### config.mk
export PLATFORM = sky130hd
export DESIGN_NAME = priority_encoder_7seg
export DESIGN_NICKNAME = d
export VERILOG_FILES = /design/src/rtl/priority_encoder_pkg.sv /design/src/rtl/priority_encoder_7seg_bcd.sv /design/src/rtl/priority_encoder_7seg.sv
export SDC_FILE = /design/constraint.sdc
export NUM_CORES = 1
export LEC_CHECK = 0
export CORE_UTILIZATION = 50
export CTS_CLUSTER_SIZE = 30
export DETAILED_ROUTE_END_ITERATION = 12
export PLACE_DENSITY = 0.76
export SLEW_MARGIN = 20
export SYNTH_ARGS = -nofsm -noshare
export SYNTH_HDL_FRONTEND = slang
export SYNTH_SLANG_ARGS = --single-unit
### constraint.sdc
create_clock -name clk -period 2.25 [get_ports clk]
set_input_delay 0.45 -clock clk [delete_from_list [all_inputs] [get_ports clk]]
set_output_delay 0.45 -clock clk [all_outputs]
set_load 0.1 [all_outputs]
### src/rtl/priority_encoder_pkg.sv
// Shared types and segment constants for the priority encoder display path.
// Segment order is {g,f,e,d,c,b,a}, active-low.
package priority_encoder_pkg;

    typedef enum logic [1:0] {
        IDLE  = 2'd0,
        SHIFT = 2'd1,
        DONE  = 2'd2
    } convState_t;

    localparam logic [6:0] SEG_BLANK = 7'b1111111;
    localparam logic [6:0] SEG_DASH  = 7'b0111111;

    localparam logic [6:0] SEG_DIGIT [10] = '{
        7'h40, 7'h79, 7'h24, 7'h30, 7'h19,
        7'h12, 7'h02, 7'h78, 7'h00, 7'h10
    };

endpackage

### src/rtl/priority_encoder_7seg_bcd.sv
// Combinational BCD digit to active-low seven-segment decoder.
// Non-decimal nibbles decode to blank.
module bcd_to_7seg
    import priority_encoder_pkg::*;
(
    input  logic [3:0] bcd,
    output logic [6:0] seg
);

    always_comb begin
        seg = SEG_BLANK;
        if (bcd <= 4'd9) seg = SEG_DIGIT[bcd];
    end

endmodule

### src/rtl/priority_encoder_7seg.sv
// Sampled priority encoder whose result is converted to BCD by a serial
// double-dabble engine and shown on a multiplexed seven-segment display.
module priority_encoder_7seg
    import priority_encoder_pkg::*;
#(
    parameter int N        = 16,
    parameter int W        = $clog2(N),
    parameter int DIGITS   = 2,
    parameter int SCAN_DIV = 50000
) (
    input  logic              clk,
    input  logic              rst,
    input  logic [N-1:0]      req,
    input  logic              sample,
    output logic [W-1:0]      code,
    output logic              valid,
    output logic              changed,
    output logic              busy,
    output logic [6:0]        seg,
    output logic [DIGITS-1:0] an
);

    localparam int BCD_W  = 4 * DIGITS;
    localparam int CNT_W  = $clog2(W + 1);
    localparam int SCAN_W = (SCAN_DIV > 1) ? $clog2(SCAN_DIV) : 1;
    localparam int DIG_W  = (DIGITS > 1) ? $clog2(DIGITS) : 1;

    logic [W-1:0]      prioCode;
    logic              anyReq;
    convState_t        state;
    convState_t        nextState;
    logic              startConv;
    logic              pending;
    logic              convValid;
    logic              dispValid;
    logic [CNT_W-1:0]  shCnt;
    logic [W-1:0]      shBin;
    logic [BCD_W-1:0]  shBcd;
    logic [BCD_W-1:0]  adjBcd;
    logic [BCD_W-1:0]  dispBcd;
    logic [SCAN_W-1:0] scanCnt;
    logic [DIG_W-1:0]  digitIdx;
    logic [3:0]        curNibble;
    logic              blankDigit;
    logic [6:0]        digitSeg;

    // Later (higher) indices overwrite earlier ones, so the highest set bit wins.
    always_comb begin
        prioCode = '0;
        for (int i = 0; i < N; i++) begin
            if (req[i]) prioCode = W'(i);
        end
    end

    assign anyReq = |req;

    always_ff @(posedge clk or posedge rst) begin
        if (rst) begin
            code    <= '0;
            valid   <= 1'b0;
            changed <= 1'b0;
        end else if (sample) begin
            code    <= prioCode;
            valid   <= anyReq;
            changed <= ({anyReq, prioCode} != {valid, code});
        end else begin
            changed <= 1'b0;
        end
    end

    always_ff @(posedge clk or posedge rst) begin
        if (rst) state <= IDLE;
        else     state <= nextState;
    end

    always_comb begin
        nextState = state;
        startConv = 1'b0;
        case (state)
            IDLE: begin
                if (sample || pending) begin
                    nextState = SHIFT;
                    startConv = 1'b1;
                end
            end
            SHIFT: begin
                if (shCnt == CNT_W'(W - 1)) nextState = DONE;
            end
            DONE:    nextState = IDLE;
            default: nextState = IDLE;
        endcase
    end

    assign busy = (state != IDLE);

    // A sample arriving mid-conversion is remembered once; code holds the newest value.
    always_ff @(posedge clk or posedge rst) begin
        if (rst) begin
            pending   <= 1'b0;
            shCnt     <= '0;
            convValid <= 1'b0;
            dispValid <= 1'b0;
        end else begin
            pending <= (state != IDLE) && (pending || sample);
            if (startConv) begin
                shCnt     <= '0;
                convValid <= sample ? anyReq : valid;
            end else if (state == SHIFT) begin
                shCnt <= shCnt + 1'b1;
            end
            if (state == DONE) dispValid <= convValid;
        end
    end

    always_comb begin
        adjBcd = shBcd;
        for (int k = 0; k < DIGITS; k++) begin
            if (adjBcd[4*k +: 4] >= 4'd5) adjBcd[4*k +: 4] = adjBcd[4*k +: 4] + 4'd3;
        end
    end

    always_ff @(posedge clk) begin
        if (startConv) begin
            shBin <= sample ? prioCode : code;
            shBcd <= '0;
        end else if (state == SHIFT) begin
            shBin <= shBin << 1;
            shBcd <= {adjBcd[BCD_W-2:0], shBin[W-1]};
        end
        if (state == DONE) dispBcd <= shBcd;
    end

    always_ff @(posedge clk or posedge rst) begin
        if (rst) begin
            scanCnt  <= '0;
            digitIdx <= '0;
        end else if (scanCnt == SCAN_W'(SCAN_DIV - 1)) begin
            scanCnt  <= '0;
            digitIdx <= (digitIdx == DIG_W'(DIGITS - 1)) ? '0 : digitIdx + 1'b1;
        end else begin
            scanCnt <= scanCnt + 1'b1;
        end
    end

    // A digit is blank when it and every more-significant digit are zero.
    always_comb begin
        curNibble  = 4'd0;
        blankDigit = (digitIdx != '0);
        an         = '1;
        for (int d = 0; d < DIGITS; d++) begin
            if (digitIdx == DIG_W'(d)) curNibble = dispBcd[4*d +: 4];
            if ((DIG_W'(d) >= digitIdx) && (dispBcd[4*d +: 4] != 4'd0)) blankDigit = 1'b0;
            an[d] = (digitIdx != DIG_W'(d));
        end
    end

    bcd_to_7seg u_bcdToSeg (
        .bcd(curNibble),
        .seg(digitSeg)
    );

    assign seg = !dispValid ? SEG_DASH : (blankDigit ? SEG_BLANK : digitSeg);

endmodule
## Yosys cells after proc, flatten, opt, wreduce, memory -nomap -nowiden

Memories as Yosys holds them, arrays and structs flattened.
Cells that the tools add are included.

- Bits in registers: 51
- Memories: 1
- Bits in read-only memories: 112
- Bits of input ports: 19
- Logic and storage cells: 84

- Eq/ne operators: 7
- Reductions and logical operators: 11
- Magnitude comparators: 6
- Bitwise gates (word level): 2
- Multiplexer cells: 39
- $add $sub $neg: 5

Memories:

| name | depth | bits a word | read ports | clocked after memory_dff | wr ports | line | source |
|---|---|---|---|---|---|---|---|
| (no name shown) | 16 | 7 | 1 | 0 | 0 | priority_encoder_7seg_bcd.sv:12 | `if (bcd <= 4'd9) seg = SEG_DIGIT[bcd];` |

Operators with widths:

| kind | count |
|---|---|
| 2-to-1 mux 4 bit | 14 |
| 2-to-1 mux 7 bit | 5 |
| 2-to-1 mux 3 bit | 6 |
| adder 16 x 1 -> 16 bit (second input constant) | 1 |
| == test 16 bit (second input constant) | 1 |
| 2-to-1 mux 16 bit | 1 |
| OR reduction 16 bit | 1 |
| greater-or-equal comparator 4 x 3 -> 1 bit (second input constant) | 2 |
| 2-to-1 mux 1 bit | 8 |
| 2-to-1 mux 2 bit | 4 |
| nonzero test 4 bit | 2 |
| greater-or-equal comparator 5 bit (second input constant) | 1 |
| != test 5 bit | 1 |
| NOT 4 -> 5 bit | 1 |
| adder 4 x 2 -> 4 bit (second input constant) | 1 |
| <= comparator 4 bit (second input constant) | 1 |
| != test 2 bit (second input constant) | 2 |
| case mux 2 bit (2 select lines) | 1 |
| nonzero test 2 bit | 2 |
| adder 3 x 1 -> 3 bit (second input constant) | 1 |
| adder 3 x 2 -> 3 bit (second input constant) | 1 |
| == test 3 x 2 -> 1 bit (second input constant) | 1 |
| logical AND 1 bit | 3 |
| == test 2 x 1 -> 1 bit (second input constant) | 1 |
| other kinds (7) | 8 |

## Longest topological paths before layout

Gate-level depths: netlist (run 1).

- Word-level depth: 17
- Mapped depth: 8
- Mapped depth without buffers: 7

## Hierarchy

A second synthesis (run 1) with hierarchy kept.

- Cell total of the unflattened synthesis: 291
- Area, all modules: 2782.7 um^2

Modules (own cells, without submodules):

| module | instances | cells an instance | seq. area each (um^2) | area each (um^2) |
|---|---|---|---|---|
| priority_encoder_7seg | 1 | 261 | 1296.2 | 2576.2 |
| bcd_to_7seg | 1 | 30 | 0.0 | 206.4 |

## Worst setup path after synthesis (run 1)

Ideal clock, no wire load.

- Path type: reg-to-output
- From: register digitIdx
- To: output seg[3]
- Stages on the path, launching flop included: 7
- Arrival time: 3521 ps
- Path slack: -1721 ps
- Cell sequence: dfrtp_1 > clkbuf_1 > mux2i_1 > ha_1 > nor2_1 > a21oi_1 > o21ai_0

- Longest elaborated chain between the ends: 8
- Elaborated cells on any way between the ends: 15

Ends and longest elaborated chain:

| element | line | source |
|---|---|---|
| start, declared | priority_encoder_7seg.sv:42 | `logic [DIG_W-1:0] digitIdx;` |
| start signal, assigned | priority_encoder_7seg.sv:139 | `digitIdx <= (digitIdx == DIG_W'(DIGITS - 1)) ? '0 : digitIdx + 1'b1;` |
| 2-to-1 mux 4 bit | priority_encoder_7seg.sv:151 | `if (digitIdx == DIG_W'(d)) curNibble = dispBcd[4*d +: 4];` |
| NOT 4 -> 5 bit (not written as such) | priority_encoder_7seg_bcd.sv:12 |  |
| memory read (16 x 7 bit) | - |  |
| 2-to-1 mux 7 bit (not written as such) (2 in series) | priority_encoder_7seg_bcd.sv:12 |  |
| 2-to-1 mux 7 bit | priority_encoder_7seg_bcd.sv:12 |  |
| 2-to-1 mux 7 bit * (2 in series) | priority_encoder_7seg.sv:162 | `assign seg = !dispValid ? SEG_DASH : (blankDigit ? SEG_BLANK : digitSeg);` |
| end, declared | priority_encoder_7seg.sv:19 | `output logic [6:0] seg,` |

Mark *: on every way between the ends. The rest lies on a longest branch, timed or not. The select of a mux whose other input is x is not followed.

## Worst setup path in the final report (run 1)

- From: register digitIdx
- To: output seg[2]

Same word-level chain as after synthesis.

==> metrics.md, run 1 <==
| Metric | Value |
|---|---|
| Power density over the cells | `slightly below 900 nW/um^2` |
| Reg power frac | `40.7%` |
| Ports | `35` |
| FFs w/ async S/R, synth | `60.78%` |
| Share of layout cells above drive strength 1 | `21.68%` |
| Yosys reg bits | `51` |
| Wire per inst | `~13 um` |
| Fin Clk Skew | `~4.2 ps` |
| Fillers | `384` |
| Synthesized Nets | `~310` |
| Required time of the critical path | `approximately 1800 ps` |
| Cell count after synthesis | `between 200 and 300` |
| Pleak | `between 1.5 and 2 nW` |
| Die area | `~5700 sq um` |
| Placed cell area | `~3500 sq um` |
| Gate power share | `between 40 and 50%` |
| Clock Path Buffers | `2` |
| Switching Fraction | `a little over 40%` |
| Post-synthesis cell type count | `between 40 and 50` |
| Slack of the critical path | `-218.8 ps` |
| Residual DRC | `0` |
| EDFF count, synth | `12` |
| Max-slew violations | `0` |
| Area growth, synth to finish | `33.87%` |
| Clock root cell | `clkbuf_8` |
| Synth Flop Type | `dfrtp_1` |
| Clk_lat worst skew | `about 300 ps` |
| RSZ-0062 raised after global routing | `true` |
| Fin Setup TNS | `-1437 ps` |
| Clock Power Share | `between 10% and 20%` |
| Status | `finished with violations` |
| Max-Cap Viols | `0` |
| Vias in the first global route | `just under 2000` |
| CTS Hold Buffers Added | `0` |
| Hold WC Path Type | `input port to asynchronous set/reset pin` |
| Drt via density | `approximately 5.2` |
| DR pass1 iterations | `4` |
| Setup Viol. Count Final | `7` |
| Worst relative slew slack | `58.44%` |
| GRT Total Usage | `19.96%` |
| Arrival @ worst endpoint | `2020 ps` |
| Worst Setup End Kind | `output pin` |
| GPL Wtd Cong | `~0.77` |
| Final instance area | `between 3000 and 4000 sq um` |
| Post-synthesis cell area | `about 2700 sq um` |
| Placement Rows | `26` |
| Total grt overflow | `0` |
| Top cell type's share of synthesized area | `between 20% and 30%` |
| IO buf count | `34` |
| Yosys warns | `0` |
| Worst vdd ir | `around 0.66 mV` |
| Layout net count | `around 380` |
| Post-DRT Antenna Nets | `0` |
| Minimum clock period | `approximately 2500 ps` |
| Initial antenna violation count | `0` |
| Synthesized area per cell | `9.689 sq um` |
| Maximum number of pins on one net before global-route repair | `25` |
| Starting Density | `52.64%` |
| Period utilization | `109.7%` |
| Largest cells by area after synthesis | `dfrtp_1 (28%), edfxtp_1 (13%), dfxtp_1 (5.9%), ha_1 (5.5%), nor2_1 (4.8%)` |
| Slew @ Worst Pin | `about 600 ps` |
| First-pass GRT wire length | `approximately 8.6 mm` |
| Vias | `2178` |
| Internal Pwr Total | `about 1.9 mW` |
| Clock Sinks | `slightly above 50` |
| CTS buffer count | `5` |
| Worst-path fanout max | `6` |
| Violated checks | `setup timing` |
| Clock-pin slew on the worst setup and hold paths | `about 90 ps` |
| Antenna cells | `0` |
| Worst reg-to-reg path cell count | `4` |
| Die H | `roughly 76 um` |
| Final Util | `70.46%` |
| H-Tree Depth | `2` |
| Pwr Total | `roughly 3.2 mW` |
| CP Class | `flop to output pin` |
| Core Area | `5172 sq um` |
| Fmax | `405.1 MHz` |
| Die Width | `75.79 um` |
| Register area share after synthesis | `47.61%` |
| Post-DP HPWL | `4.268 mm` |
| Post-Route WL | `between 5 and 6 mm` |
| Largest area contributor in the netlist | `dfrtp_1` |
| DRT iter0 DRCs | `53` |
| Critical Path Start Type | `flop` |
| Final Hold Vio Count | `0` |
| TritonCTS clock tree | `yes` |
| Net Switching | `approximately 1.3 mW` |
[metrics by stage]
| stage | worst slack (ps) | cells | hold WS, ps |
|---|---|---|---|
| 2_1_floorplan | -33.53 | 281 | 417.6 |
| 3_3_place_gp | -75.09 | 404 | 431.0 |
| 3_5_place_dp | -166.0 | 404 | 434.9 |
| 4_1_cts | -223.9 | 415 | 414.8 |
| 5_1_grt | -308.7 | 416 | 464.0 |
| 6_report | -218.8 | 416 | 411.1 |
[sequential cells by signal, summed over array words and instances (netlist names)]
register / count
digitIdx: 1
shBin: 4
code: 4
convValid: 1
state: 2
shCnt: 3
shBcd: 8
changed: 1
dispBcd: 8
pending: 1
valid: 1
dispValid: 1
scanCnt: 16
[Yosys cell counts, types with 2 or more instances]
master     number
o21ai_1         3
or4_1           2
and3_1          4
edfxtp_1       12
nor3_1          2
dfxtp_1         8
mux2i_1         5
nor2_1         35
nand4bb_1       2
and2_1          2
xnor2_1        12
dfrtp_1        31
ha_1           12
nor2b_1         4
nand2_1        23
mux2_2          4
o21ai_0        21
nor4_1          5
o31ai_1         4
xor2_1          7
inv_1          14
a31oi_1         3
nand2b_1        8
a21oi_1        12
nand3_1        23
nand4_1         2
clkbuf_1        6
[area by class of cell]
cell class	instances	area [sq um]	share of cell area (%)
repair buffers	64	670.6	18.40
well taps	70	87.58	2.403
inverters	14	52.55	1.442
clock inverters	3	15.01	0.4119
multi-input cells	209	1454	39.89
flip-flops and latches	51	1296	35.56
clock buffers	5	68.82	1.888
[timing repair]
action | CTS | global route
buffers inserted | 3 | 1
pin swaps | 3 | 0
endpoints found under the setup margin | 7 | 7
resized for setup | 4 | 3
[kinds of logic after synthesis]
| family | count (synthesis) | synth area share, % |
|---|---|---|
| buf+inv | 21 | 3.033 |
| mux | 10 | 3.998 |
| fa+ha+maj | 12 | 5.515 |
| xor+xnor | 19 | 6.112 |
| simple gates | 117 | 22.61 |
| compound gates | 51 | 11.12 |
| flops | 51 | 47.61 |
[metal layers]
metal / vias to the layer above / routed length (um) / GRT usage [%]
met3: 7 / 132 / 3.968
met5: - / 0 / 0
met2: 29 / 2718 / 32.65
met1: 1022 / 2539 / 27.17
met4: 0 / 29 / 5.144
li1: 1120 / - / -
[power by group through the flow]
stage / Clock [mW] / Sequential, mW / Combinational [mW]
2_1_floorplan: 0 / 1.33 / 0.948
3_3_place_gp: 0 / 1.31 / 1.35
3_5_place_dp: 0 / 1.32 / 1.40
4_1_cts: 0.519 / 1.30 / 1.40
5_1_grt: 0.543 / 1.32 / 1.53
6_report: 0.502 / 1.30 / 1.39
[cell usage in the layout, fill, tap and decap left out, drive strengths merged, types with 3 or more instances in the layout]
| cell | synthesis | final |
|---|---|---|
| mux2i | 6 | 6 |
| a31oi | 3 | 3 |
| edfxtp | 12 | 12 |
| nand2 | 23 | 23 |
| clkdlybuf4s50 | 0 | 18 |
| inv | 14 | 14 |
| clkbuf | 6 | 5 |
| o21ai | 24 | 24 |
| dfrtp | 31 | 31 |
| and3 | 4 | 4 |
| xor2 | 7 | 7 |
| mux2 | 4 | 4 |
| xnor2 | 12 | 12 |
| dfxtp | 8 | 8 |
| buf | 1 | 46 |
| nor2b | 4 | 4 |
| nor4 | 6 | 6 |
| nand2b | 8 | 8 |
| ha | 12 | 12 |
| or4 | 3 | 3 |
| nor2 | 35 | 35 |
| a21oi | 12 | 12 |
| o31ai | 5 | 5 |
| nand3 | 23 | 23 |
[path summary, 6_finish.rpt]
kind	to	start	slack [ps]
min reg2reg	shBcd[0]$_SDFFE_PP0P_	shBin[3]$_DFFE_PP_	450
max	seg[2]	digitIdx$_DFFE_PP0N_	-220
max in group asynchronous	shCnt[0]$_DFFE_PP0P_	rst	1390
min in group clk	shBcd[0]$_SDFFE_PP0P_	shBin[3]$_DFFE_PP_	450
min	scanCnt[9]$_DFF_PP0_	rst	410
max reg2reg	digitIdx$_DFFE_PP0N_	scanCnt[5]$_DFF_PP0_	490
[critical path: stages (launching register included)]
cell and delay, ps:
dfrtp_1 390, buf_12 130, mux2i_4 240, inv_2 50, ha_2 180, o21ai_1 120, nand2_1 80, and3_4 240
o21ai_4 90, buf_12 190
(Power assumes the default switching activity.)
==> run 2, diff against run 1 <==
--- a/config.mk
+++ b/config.mk
@@ -9,6 +9,7 @@
 export CTS_CLUSTER_SIZE = 30
 export DETAILED_ROUTE_END_ITERATION = 12
 export PLACE_DENSITY = 0.76
+export SKIP_LAST_GASP = 1
 export SLEW_MARGIN = 20
 export SYNTH_ARGS = -nofsm -noshare
 export SYNTH_HDL_FRONTEND = slang
==> results of run 2 <==
Final layout, timing and power as in run 1 (identical DEF).
==> run 3, diff against run 2 <==
--- a/config.mk
+++ b/config.mk
@@ -5,10 +5,10 @@
 export SDC_FILE = /design/constraint.sdc
 export NUM_CORES = 1
 export LEC_CHECK = 0
-export CORE_UTILIZATION = 50
+export CORE_UTILIZATION = 55
 export CTS_CLUSTER_SIZE = 30
 export DETAILED_ROUTE_END_ITERATION = 12
-export PLACE_DENSITY = 0.76
+export PLACE_DENSITY = 0.79
 export SKIP_LAST_GASP = 1
 export SLEW_MARGIN = 20
 export SYNTH_ARGS = -nofsm -noshare
==> constraint.sdc (replaced) <==
create_clock -name clk -period 2.5 [get_ports clk]
set_input_delay 0.5 -clock clk [delete_from_list [all_inputs] [get_ports clk]]
set_output_delay 0.5 -clock clk [all_outputs]
set_load 0.1 [all_outputs]
==> metrics.md, run 3 (same netlist as run 1, synthesis figures left out) <==
| Metric | Value |
|---|---|
| Status | `finished with violations (unchanged)` |
| Violated checks | `setup timing (unchanged)` |
| Drt via density | `5.382 (was 5.236)` |
| Placed cell count | `388 (was 404)` |
| Crit path from | `digitIdx$_DFFE_PP0N_ (unchanged)` |
| Fmax | `slightly below 400 MHz` |
| Internal Pwr Total | `1.712 mW (was 1.902 mW)` |
| Worst vdd ir | `0.8976 mV (was 0.6607 mV)` |
| Period utilization | `101.1%` |
| Worst Setup End Kind | `output pin (unchanged)` |
| Slack of the critical path | `-27.08 ps (was -218.8 ps)` |
| Core Area | `4755 sq um (was 5172 sq um)` |
| Post-DP HPWL | `3.965 mm (was 4.268 mm)` |
| Post-Place Worst Slack | `48.96 ps (was -166.0 ps)` |
| First-pass GRT wire length | `8.970 mm (was 8.625 mm)` |
| IO buf count | `34 (unchanged)` |
| Clk_lat worst skew | `310 ps (was 300 ps)` |
| Die Width | `72.36 um (was 75.79 um)` |
| Layout net count | `364 (was 376)` |
| Critical Path Start Type | `flop (unchanged)` |
| Post-Route WL | `5.389 mm (was 5.420 mm)` |
| Max-Cap Viols | `0 (unchanged)` |
| CP Class | `flop to output pin (unchanged)` |
| GRT Max-Usage Layer | `met2 (unchanged)` |
| Clock root cell | `clkbuf_8 (unchanged)` |
| Switching Fraction | `40.86% (was 40.50%)` |
| Commonest non-fill, non-tap cell in the layout | `nor2_1 (unchanged)` |
| Gate power share | `42.7% (was 43.6%)` |
| Commonest cells after routing, fill and taps aside | `nor2_1 (34), dfrtp_1 (30), buf_4 (26), nand3_1 (23), nand2_1 (22) (was nor2_1 (35), buf_4 (33), dfrtp_1 (31), nand3_1 (23), nand2_1 (22))` |
| GRT Total Usage | `22.03% (was 19.96%)` |
| Number of flip-flops in the largest register | `16 (unchanged)` |
| RSZ-0062 raised after global routing | `true (unchanged)` |
| Placement Rows | `25 (was 26)` |
| Clock Sinks | `51 (unchanged)` |
| Final instance area | `3543 sq um (was 3645 sq um)` |
| Power density over the cells | `816.8 nW/um^2 (was 876.8 nW/um^2)` |
| Met2 GRT Util | `38.53% (was 32.65%)` |
| Reg2Reg Launch Point | `scanCnt[5]$_DFF_PP0_ (unchanged)` |
| Fillers | `340 (was 384)` |
| Setup Viol. Count Final | `7 (unchanged)` |
| Antenna cells | `0 (unchanged)` |
| Routing usage on met1 | `27.90% (was 27.17%)` |
| Pwr Total | `2.894 mW (was 3.196 mW)` |
| Vias in the first global route | `2075 (was 1933)` |
| Slew @ Worst Pin | `576.2 ps (was 617.7 ps)` |
| Max-slew violations | `0 (unchanged)` |
| R2R setup slack | `680 ps (was 490 ps)` |
| Maximum number of pins on one net before global-route repair | `32 (was 25)` |
| Ports | `35 (unchanged)` |
| Met3 Use GR | `3.750% (was 3.968%)` |
| GPL Wtd Cong | `0.7761 (was 0.7672)` |
| Worst-path fanout max | `6 (unchanged)` |
| Required time of the critical path | `2000 ps (was 1800 ps)` |
| Pleak | `1.442 nW (was 1.505 nW)` |
| FF/Latch Area | `1297 sq um (was 1296 sq um)` |
| Share of layout cells above drive strength 1 | `20.66% (was 21.68%)` |
| Minimum clock period | `2527 ps` |
| Initial antenna violation count | `0 (unchanged)` |
| Multi-input gate area | `1486 sq um (was 1454 sq um)` |
| TritonCTS clock tree | `yes (unchanged)` |
| Placed cell area | `3341 sq um (was 3510 sq um)` |
| Arrival @ worst endpoint | `2030 ps (was 2020 ps)` |
| Net Switching | `1.183 mW (was 1.294 mW)` |
| Clock Power Share | `16.8% (was 15.7%)` |
| Fin Clk Skew | `6.483 ps (was 4.211 ps)` |
| Biggest registers after layout | `scanCnt (16), dispBcd (8), shBcd (8) (unchanged)` |
| DR pass1 iterations | `4 (unchanged)` |
| CTS buffer count | `5 (unchanged)` |
| Clock-pin slew on the worst setup and hold paths | `100 ps (was 90 ps)` |
| Final Hold Vio Count | `0 (unchanged)` |
| Final Util | `74.53% (was 70.46%)` |
| Die H | `72.36 um (was 75.79 um)` |
| Starting Density | `57.26% (was 52.64%)` |
| Vias | `2158 (was 2178)` |
| Hold WC Path Type | `flop to flop (was input port to asynchronous set/reset pin)` |
| Final cell count without fillers | `401 (was 416)` |
| Beginning of the worst hold path | `shBin[3]$_DFFE_PP_` |
| Area growth, synth to finish | `30.15% (was 33.87%)` |
| DRT iter0 DRCs | `81 (was 53)` |
| Wire per inst | `13.44 um (was 13.03 um)` |
| Post-DRT Antenna Nets | `0 (unchanged)` |
| Residual DRC | `0 (unchanged)` |
| Worst relative slew slack | `61.23% (was 58.44%)` |
| Largest Register | `scanCnt (unchanged)` |
| H-Tree Depth | `2 (unchanged)` |
| Total grt overflow | `0 (unchanged)` |
| Reg power frac | `40.5% (was 40.7%)` |
| Die area | `5235 sq um (was 5744 sq um)` |
| CTS Hold Buffers Added | `0 (unchanged)` |
| Clock Path Buffers | `2 (unchanged)` |
-- run 3: cell count changes in the layout (fill, tap and decap cells not counted), sizes merged --
| cell | before | now |
|---|---|---|
| inv | 14 | 15 |
| buf | 46 | 34 |
| clkinv | 2 | 1 |
-- run 3: stage by stage --
step | hold slack (ps) | TNS, ps
2_1_floorplan | 417.6 | 0
3_3_place_gp | 430.4 | 0
3_5_place_dp | 435.8 | 0
4_1_cts | 458.8 | -102.5
5_1_grt | 487.8 | -959.1
6_report | 456.8 | -137.4
-- run 3: final timing paths --
check,to,depth (start not counted)
max in group asynchronous,digitIdx$_DFFE_PP0N_,3
max,seg[2],8
min reg2reg,shBcd[0]$_SDFFE_PP0P_,2
min in group asynchronous,convValid$_DFFE_PP0P_,3
max reg2reg,digitIdx$_DFFE_PP0N_,4
min,shBcd[0]$_SDFFE_PP0P_,2
-- run 3: cell type report --
type	instances	share of cell area [%]
inverters	14	1.483
well taps	67	2.366
repair buffers	52	14.87
clock buffers	5	1.942
clock inverters	3	0.7768
multi-input cells	209	41.95
flip-flops and latches	51	36.62
-- run 3: critical path, cell delays in order (launching register included) --
cell     delay [ps]
dfrtp_2         440
mux2i_2         240
inv_1           100
ha_2            220
o21ai_2         120
nand2_1          80
and3_4          250
o21ai_4          90
buf_12          190
-- run 3: routing by layer --
| metal | up-vias | part of all wire [%] |
|---|---|---|
| met5 | - | 0 |
| met1 | 1031 | 47 |
| met4 | 0 | 1.5 |
| met2 | 23 | 50 |
| li1 | 1094 | - |
| met3 | 10 | 2.2 |
-- run 3: power groups by stage --
stage / Combinational [mW] / Sequential (mW) / Clock [mW]
6_report: 1.24 / 1.17 / 0.486
5_1_grt: 1.36 / 1.19 / 0.532
4_1_cts: 1.24 / 1.17 / 0.500
3_5_place_dp: 1.21 / 1.19 / 0
3_3_place_gp: 1.18 / 1.18 / 0
2_1_floorplan: 0.846 / 1.19 / 0
-- run 3: what timing repair did --
item,4_1_cts,5_1_grt
gates cloned,0,0
setup buffers,5,0
pin swaps,2,1
endpoints found under the setup margin,7,7
resized for setup,12,5
